<file path="src/rtl/uart_pkg.sv">
// Shared UART constants: bit timing at 50 MHz / 115200 baud and receiver state encoding.
package uart_pkg;

  localparam int CLKS_PER_BIT = 434;
  localparam int HALF_BIT     = CLKS_PER_BIT / 2 - 1;

  localparam logic [1:0] ST_IDLE  = 2'd0;
  localparam logic [1:0] ST_START = 2'd1;
  localparam logic [1:0] ST_DATA  = 2'd2;
  localparam logic [1:0] ST_STOP  = 2'd3;

  typedef logic [7:0] byte_t;

endpackage

</file>
<file path="src/rtl/uart_rx_if.sv">
// Received-byte handshake: receiver is master (drives byte, valid, flags), consumer is slave.
interface uart_rx_if;
  import uart_pkg::*;

  byte_t rx_data;
  logic  rx_valid;
  logic  rx_ready;
  logic  frame_err;
  logic  overrun;

  modport master (output rx_data, output rx_valid, output frame_err, output overrun,
                  input  rx_ready);
  modport slave  (input  rx_data, input  rx_valid, input  frame_err, input  overrun,
                  output rx_ready);

endinterface

</file>
<file path="src/rtl/uart_sync.sv">
// Two-flop synchronizer for the asynchronous rx line; resets to the idle (high) level.
module uart_sync (
  input  logic clk,
  input  logic rst,
  input  logic d_i,
  output logic q_o
);

  logic [1:0] sync_q;

  always_ff @(posedge clk or posedge rst) begin
    if (rst) sync_q <= 2'b11;
    else     sync_q <= {sync_q[0], d_i};
  end

  assign q_o = sync_q[1];

endmodule

</file>
<file path="src/rtl/uart_rx.sv">
// 8N1 UART receiver: mid-bit sampling, byte held until accepted, one-cycle frame_err/overrun pulses.
module uart_rx #(
  parameter int CLKS_PER_BIT = uart_pkg::CLKS_PER_BIT,
  parameter int HALF_BIT     = uart_pkg::HALF_BIT
) (
  input  logic      clk,
  input  logic      rst,
  input  logic      rx,
  uart_rx_if.master bus
);
  import uart_pkg::*;

  localparam int            CW       = $clog2(CLKS_PER_BIT);
  localparam logic [CW-1:0] CNT_MAX  = CW'(CLKS_PER_BIT - 1);
  localparam logic [CW-1:0] CNT_HALF = CW'(HALF_BIT);

  logic          rx_sync;
  logic [1:0]    state_q, state_d;
  logic [CW-1:0] cnt_q,   cnt_d;
  logic [2:0]    idx_q,   idx_d;
  byte_t         shift_q, shift_d;
  logic          done_q,  done_d;
  logic          stop_q,  stop_d;
  byte_t         data_q,  data_d;
  logic          valid_q, valid_d;
  logic          ferr_q,  ferr_d;
  logic          ovr_q,   ovr_d;
  logic          good;

  uart_sync u_sync (.clk(clk), .rst(rst), .d_i(rx), .q_o(rx_sync));

  always_comb begin
    state_d = state_q;
    cnt_d   = cnt_q;
    idx_d   = idx_q;
    shift_d = shift_q;
    done_d  = 1'b0;
    stop_d  = stop_q;
    case (state_q)
      ST_IDLE: begin
        if (!rx_sync) begin
          state_d = ST_START;
          cnt_d   = '0;
        end
      end
      ST_START: begin
        if (cnt_q == CNT_HALF) begin
          cnt_d   = '0;
          idx_d   = 3'd0;
          state_d = rx_sync ? ST_IDLE : ST_DATA;
        end else begin
          cnt_d = cnt_q + 1'b1;
        end
      end
      ST_DATA: begin
        if (cnt_q == CNT_MAX) begin
          cnt_d          = '0;
          shift_d[idx_q] = rx_sync;
          if (idx_q == 3'd7) state_d = ST_STOP;
          else               idx_d   = idx_q + 3'd1;
        end else begin
          cnt_d = cnt_q + 1'b1;
        end
      end
      ST_STOP: begin
        // Stop sample is registered first, then resolved one cycle later on the way back to IDLE.
        if (done_q) begin
          state_d = ST_IDLE;
          cnt_d   = '0;
        end else if (cnt_q == CNT_MAX) begin
          done_d = 1'b1;
          stop_d = rx_sync;
        end else begin
          cnt_d = cnt_q + 1'b1;
        end
      end
      default: state_d = ST_IDLE;
    endcase
  end

  always_comb begin
    good    = done_q && stop_q;
    data_d  = data_q;
    valid_d = valid_q;
    ferr_d  = done_q && !stop_q;
    ovr_d   = good && valid_q && !bus.rx_ready;
    if (good && (!valid_q || bus.rx_ready)) begin
      data_d  = shift_q;
      valid_d = 1'b1;
    end else if (valid_q && bus.rx_ready) begin
      valid_d = 1'b0;
    end
  end

  always_ff @(posedge clk or posedge rst) begin
    if (rst) begin
      state_q <= ST_IDLE;
      cnt_q   <= '0;
      idx_q   <= 3'd0;
      shift_q <= 8'h00;
      done_q  <= 1'b0;
      stop_q  <= 1'b0;
      data_q  <= 8'h00;
      valid_q <= 1'b0;
      ferr_q  <= 1'b0;
      ovr_q   <= 1'b0;
    end else begin
      state_q <= state_d;
      cnt_q   <= cnt_d;
      idx_q   <= idx_d;
      shift_q <= shift_d;
      done_q  <= done_d;
      stop_q  <= stop_d;
      data_q  <= data_d;
      valid_q <= valid_d;
      ferr_q  <= ferr_d;
      ovr_q   <= ovr_d;
    end
  end

  assign bus.rx_data   = data_q;
  assign bus.rx_valid  = valid_q;
  assign bus.frame_err = ferr_q;
  assign bus.overrun   = ovr_q;

endmodule

</file>
<file path="src/flat_wrapper.sv">
// flat-port wrapper written by rule: the top's interface ports become plain ports
module uart_rx_flat import uart_pkg::*;
#(
  parameter int CLKS_PER_BIT = uart_pkg::CLKS_PER_BIT,
  parameter int HALF_BIT     = uart_pkg::HALF_BIT
)
  (clk, rst, rx, bus_rx_data, bus_rx_valid, bus_frame_err, bus_overrun, bus_rx_ready);
  uart_rx_if bus_i ();
  input  logic clk;
  input  logic rst;
  input  logic rx;
  output wire logic [$bits(bus_i.rx_data)-1:0] bus_rx_data;
  output wire logic [$bits(bus_i.rx_valid)-1:0] bus_rx_valid;
  output wire logic [$bits(bus_i.frame_err)-1:0] bus_frame_err;
  output wire logic [$bits(bus_i.overrun)-1:0] bus_overrun;
  input wire logic [$bits(bus_i.rx_ready)-1:0] bus_rx_ready;
  assign bus_rx_data = bus_i.rx_data;
  assign bus_rx_valid = bus_i.rx_valid;
  assign bus_frame_err = bus_i.frame_err;
  assign bus_overrun = bus_i.overrun;
  assign bus_i.rx_ready = bus_rx_ready;
  uart_rx #(.CLKS_PER_BIT(CLKS_PER_BIT), .HALF_BIT(HALF_BIT)) u_core (.clk(clk), .rst(rst), .rx(rx), .bus(bus_i));
endmodule
</file>
<file path="config.mk">
export PLATFORM = sky130hd
export DESIGN_NAME = uart_rx_flat
export DESIGN_NICKNAME = d
export VERILOG_FILES = /design/src/rtl/uart_pkg.sv /design/src/rtl/uart_rx_if.sv /design/src/rtl/uart_sync.sv /design/src/rtl/uart_rx.sv /design/src/flat_wrapper.sv
export SDC_FILE = /design/constraint.sdc
export NUM_CORES = 1
export LEC_CHECK = 0
export BUFFER_PORTS_ARGS = -buffer_cell sky130_fd_sc_hd__buf_2
export CAP_MARGIN = 20
export CORE_MARGIN = 2
export CORE_UTILIZATION = 45
export CTS_BUF_LIST = sky130_fd_sc_hd__clkbuf_4 sky130_fd_sc_hd__clkbuf_8
export CTS_CLUSTER_DIAMETER = 30
export CTS_CLUSTER_SIZE = 12
export DETAILED_ROUTE_END_ITERATION = 16
export HOLD_SLACK_MARGIN = 0.03
export PLACE_DENSITY = 0.6
export SETUP_SLACK_MARGIN = 0.5
export SYNTH_ARGS = -nofsm -noshare
export SYNTH_HDL_FRONTEND = slang
export SYNTH_SLANG_ARGS = --single-unit
</file>
<file path="constraint.sdc">
create_clock -name clk -period 3.1 [get_ports clk]
set_input_delay 0.155 -clock clk [delete_from_list [all_inputs] [get_ports clk]]
set_output_delay 0.155 -clock clk [all_outputs]
set_load 0.01 [all_outputs]
</file>
# --- Yosys cells after proc, flatten, opt, wreduce, memory -nomap -nowiden ---
# Index checks and enable logic that the tools add are counted.
classes:
  addsub: 2
  magnitude_cmp: 2
  n_eq_ne: 13
  mux: 25
  bitwise_logic: 1
  n_reduce_logical: 19
ops:
  columns: ["op", "n"]
  rows:
  - ["$mux 9", 5]
  - ["$pmux 9 s4", 1]
  - ["$mux 2", 6]
  - ["$add 9x1->9 const B", 1]
  - ["$eq 9x8->1 const B", 1]
  - ["$eq 9x9->1 const B", 1]
  - ["$mux 3", 3]
  - ["$bwmux 8", 1]
  - ["$ne 2x1->1 const B", 4]
  - ["$pmux 2 s4", 1]
  - ["$logic_and 1x1->1", 7]
  - ["$mux 1", 6]
  - ["$pmux 3 s2", 1]
  - ["$reduce_and 5->1", 1]
  - ["$eq 2x2->1 const B", 2]
  - ["$lt 3x4->1 const B", 1]
  - ["$ne 2x2->1 const B", 2]
  - ["$reduce_and 2->1", 2]
  - ["$reduce_and 4->1", 1]
  - ["$reduce_bool 2->1", 2]
  - ["$add 3x1->3 const B", 1]
  - ["$demux 1 s3", 1]
  - ["$eq 3x3->1 const B", 1]
  - ["$ge 3x1->1 const B", 1]
  - ["7 further kinds", 9]
totals:
  regBits: 37
  input_bits: 4
  wordCells: 73

# --- Longest topological paths before layout ---
depth:
  depth_word: 5
  ltp_mapped: 8

# --- Hierarchy ---
# A second synthesis with hierarchy kept.
hier_totals:
  cells_unflattened: 168
  hier_area_um2: 1866.8
by_module_without_submodules:
  columns: ["module", "instances", "cells_each", "area_each_um2", "seq_area_each_um2"]
  rows:
  - ["uart_rx", 1, 165, 1810.5, 875.8]
  - ["uart_sync", 1, 3, 56.3, 52.6]

# --- Least setup slack after synthesis ---
# OpenSTA, ideal clock, no wires.
synth_path:
  kind: "reg-to-reg"
  startpoint: "register u_core.cnt_q[1]"
  endpoint: "register u_core.shift_q[5]"
  setup_time_ps: 125
  t_arrival_ps: 1562
  path_slack_ps: 1413
  stages_incl_launch_ff: 7
  synth_period_minus_slack_ps: 1687
  path_cell_list: "dfrtp_1 > inv_1 > ha_1 > and4b_4 > nand4_1 > nor3b_1 > mux2_2"
synth_between:
  elab_chain_cells: 2
synth_rtl:
  columns: ["item", "line", "text"]
  rows:
  - ["from (decl)", "uart_rx.sv:19", "logic [CW-1:0] cnt_q, cnt_d;"]
  - ["from (signal assigned)", "uart_rx.sv:109", "cnt_q <= cnt_d;"]
  - ["$eq 9x9->1", "uart_rx.sv:56", "if (cnt_q == CNT_MAX) begin"]
  - ["$reduce_and 2->1 (no source line)", null, null]
  - ["to (signal assigned)", "uart_rx.sv:111", "shift_q <= shift_d;"]
  - ["to (decl)", "uart_rx.sv:21", "byte_t shift_q, shift_d;"]
# No other way between the ends.
# A chain may end at the register's enable or synchronous reset.

# --- Final worst setup path ---
layout_path:
  startpoint: "register u_core.cnt_q[0]"
  endpoint: "register u_core.cnt_q[6]"
layout_between:
  elab_chain_cells: 4
layout_rtl:
  columns: ["item", "line", "text"]
  rows:
  - ["$add 9x1->9", "uart_rx.sv:52, uart_rx.sv:62, uart_rx.sv:74", null]
  - ["$mux 9", "uart_rx.sv:70", "end else if (cnt_q == CNT_MAX) begin"]
  - ["$mux 9", "uart_rx.sv:67", "if (done_q) begin"]
  - ["$pmux 9 s4", "uart_rx.sv:39", "case (state_q)"]
# Parallel ways exist; a longest one is shown, timed or not. The select of a mux whose other input is x is not followed.

==> results_dict.tcl <==
set metrics [dict create \
    ys_types 37 \
    core_um2 3661 \
    synth_fp_nets 160 \
    worstPathMaxFanout 11 \
    grt_start_max_net_pins 25 \
    gp_congestion 0.8706 \
    crit_family "compound AO/OA/AOI/OAI gates" \
    ys_warn_count 0 \
    core.rowCount 22 \
    port_buffers 14 \
    setup_viol 0 \
    status "finished clean" \
    fin_setup_tns_ns 0 \
    synth_seq_cells 37 \
    numClockSinks 37 \
    synth_area_um2 1725 \
    hold_slack_ns 0.05807 \
    slew_violations 0 \
    drt_iter0_markers 57 \
    drtAntennaViolNets 0 \
    numCtsBuffers 5 \
    timing.rr.end "u_core.cnt_q[6]" \
    pin_count 15 \
    max-slew-margin-rel_pct 39.49 \
    die_w_um 65.92 \
    rsz0062_at_grt "false" \
    num_vias 1170 \
    fmax_mhz 498.6 \
    grt_overflow 0 \
    antennaDiodeCount 0 \
    initial_core_util_pct 47.13 \
    cp-end-kind "register" \
    die_h_um 65.92 \
    cp_slowest_stage_delay_ns 0.49 \
    reg2reg_depth 7 \
    yosysSeqAreaShare_pct 53.81 \
    worstReg2RegStart "u_core.cnt_q[0]" \
    clk_path_buf_depth 2 \
    tightestPinTransition_ns 0.9067 \
    routed_wl_um 2997 \
    dp_hpwl_um 2173 \
    regToRegSetupSlack_ns 1.09 \
    areaGrowthSynthToFinish_pct 11.75 \
    mostFrequentLayoutCell "dfrtp_1" \
    critPathLaunchType "register" \
    drive_above_1_share_pct 28.40 \
    cts_tree "yes" \
    period_share_pct 64.70 \
    crit_buf_inv 1 \
    peakVddDrop_uv 301.8 \
    crit_path_top_delay_cell "a221o_1" \
    mostFrequentLayoutCells "dfrtp_1 (35), mux2_2 (17), nor2_1 (15)" \
    grt_usage_pct 16.73 \
    syn_inst 151 \
    grt_pass1_wl_um 5471 \
    dp.cells 208 \
    fin_nets 177 \
    worstSkewPairLatency_ns 0.28 \
    antenna_found_initial 0 \
    cts-root-buf "clkbuf_8" \
    min_period_ns 2.006 \
    path_depth 7 \
    min-delay-path-class "primary input to async pin" \
    routed_via_density 5.392 \
    grt_pass1_vias 1173 \
    crit_path_cell_trace "inv_1 > ha_1 > nor4b_2 > nand4_1 > a221o_1 > nor2_1 > o21ai_0" \
    layoutNonFillerInstCount 217 \
    path_clk_slew_ns 0.07 \
    p_leak_nw 0.9563 \
    power_density_nw_per_um2 428.6 \
    synth_area_per_cell_um2 11.43 \
    skew_ns 0.002087 \
    required_ns 3.26 \
    finalHoldViolCount 0 \
    htreeDepth 2 \
    route.detailed.drc 0 \
    critPathKind "register to register" \
    dieArea_um2 4345 \
    routedWlPerCell_um 13.81 \
    fillers 342 \
    dr.pass1.iters 4 \
    timing.max_cap.violations 0 \
    arrival_ns 2.17 \
    postCtsResizedCells 0 \
]
-- area by class of cell --
type / count / area [µm²] / area share (%)
inverter: 7 / 26.28 / 1.363
sequential: 37 / 928.4 / 48.15
clock inverter: 3 / 17.52 / 0.9085
timing repair buffer: 16 / 87.58 / 4.543
tap: 48 / 60.06 / 3.115
clock buffer: 5 / 68.82 / 3.569
multi-input combinational: 101 / 739.5 / 38.35
-- routing by layer --
layer / global-route usage [%] / share of wire [%] / vias up
li1: - / - / 558
met2: 27.15 / 48 / 21
met5: 0 / 0 / -
met1: 21.23 / 47 / 586
met4: 6.250 / 1.5 / 0
met3: 4.600 / 4.0 / 5
-- kinds of logic after synthesis --
logic type               share of synthesized area [%]
multiplexers                                     11.09
buffers and inverters                            3.335
AND/OR/NAND/NOR                                  18.93
adder cells (fa/ha/maj)                          3.626
AO/OA/AOI/OAI                                    7.180
XOR/XNOR                                         2.031
flip-flops                                       53.81
-- power by group --
group / total (mW) / internal, mW / switching [mW]
combinational: 0.0143 / 0.00382 / 0.0105
sequential: 0.487 / 0.485 / 0.00208
clock: 0.325 / 0.155 / 0.170
total: 0.826 / 0.644 / 0.183
-- metrics by stage --
step	area (µm²)	util, %	setup WS, ns	total power, mW
after floorplan	1725	-	1.413	0.5042
after global placement	1832	50.03	1.165	0.5101
after detailed placement	1832	50.03	1.100	0.5106
after CTS	1928	52.67	1.085	0.8386
after global routing	1928	52.67	0.8812	0.8663
final	1928	52.67	1.094	0.8264
-- Yosys cell counts (all sizes together) --
cell type | n | area, µm²
nand4 | 4 | 25.02
a32o | 1 | 10.01
nand2b | 1 | 6.260
xnor2 | 2 | 17.52
and4b | 1 | 13.76
a21o | 1 | 7.510
a22oi | 1 | 7.510
nand3b | 3 | 22.52
nor3 | 2 | 15.01
and2b | 1 | 7.510
dfrtp | 35 | 875.8
ha | 5 | 62.56
buf | 2 | 16.26
and2 | 1 | 6.260
xor2 | 2 | 17.52
o31ai | 1 | 7.510
clkbuf | 4 | 15.01
and3b | 1 | 8.760
inv | 7 | 26.28
a21oi | 3 | 15.01
a221o | 1 | 10.01
nand3 | 5 | 25.02
mux2 | 17 | 191.4
a22o | 3 | 26.28
and3 | 1 | 7.510
or2 | 1 | 6.260
nor4b | 1 | 15.01
nor3b | 4 | 30.03
nor2b | 4 | 25.02
nand2 | 10 | 40.04
and4bb | 1 | 16.27
o21ai | 8 | 40.04
nor2 | 15 | 56.30
dfstp | 2 | 52.55
-- worst max path at each step --
stage	start	end
after floorplan	u_core.cnt_q[1]	u_core.shift_q[5]
after global placement	u_core.cnt_q[0]	u_core.cnt_q[6]
after detailed placement	u_core.cnt_q[0]	u_core.cnt_q[6]
after CTS	u_core.cnt_q[0]	u_core.cnt_q[6]
after global routing	u_core.cnt_q[0]	u_core.cnt_q[6]
final	u_core.cnt_q[0]	u_core.cnt_q[6]
-- registers in the layout (all words and copies together) (netlist names), named ones only --
name	flops
u_core.bus.frame_err	1
u_core.bus.overrun	1
u_core.bus.rx_data	8
u_core.bus.rx_valid	1
u_core.cnt_q	9
u_core.done_q	1
u_core.idx_q	3
u_core.shift_q	8
u_core.state_q	1
u_core.stop_q	1
u_core.u_sync.sync_q	2
-- timing repair --
item / in CTS / in global routing
setup buffers: 0 / 0
hold endpoints to repair: 1 / 0
endpoints found under the setup margin: 0 / 0
hold buffers: 1 / 0
(Power assumes the default switching activity.)
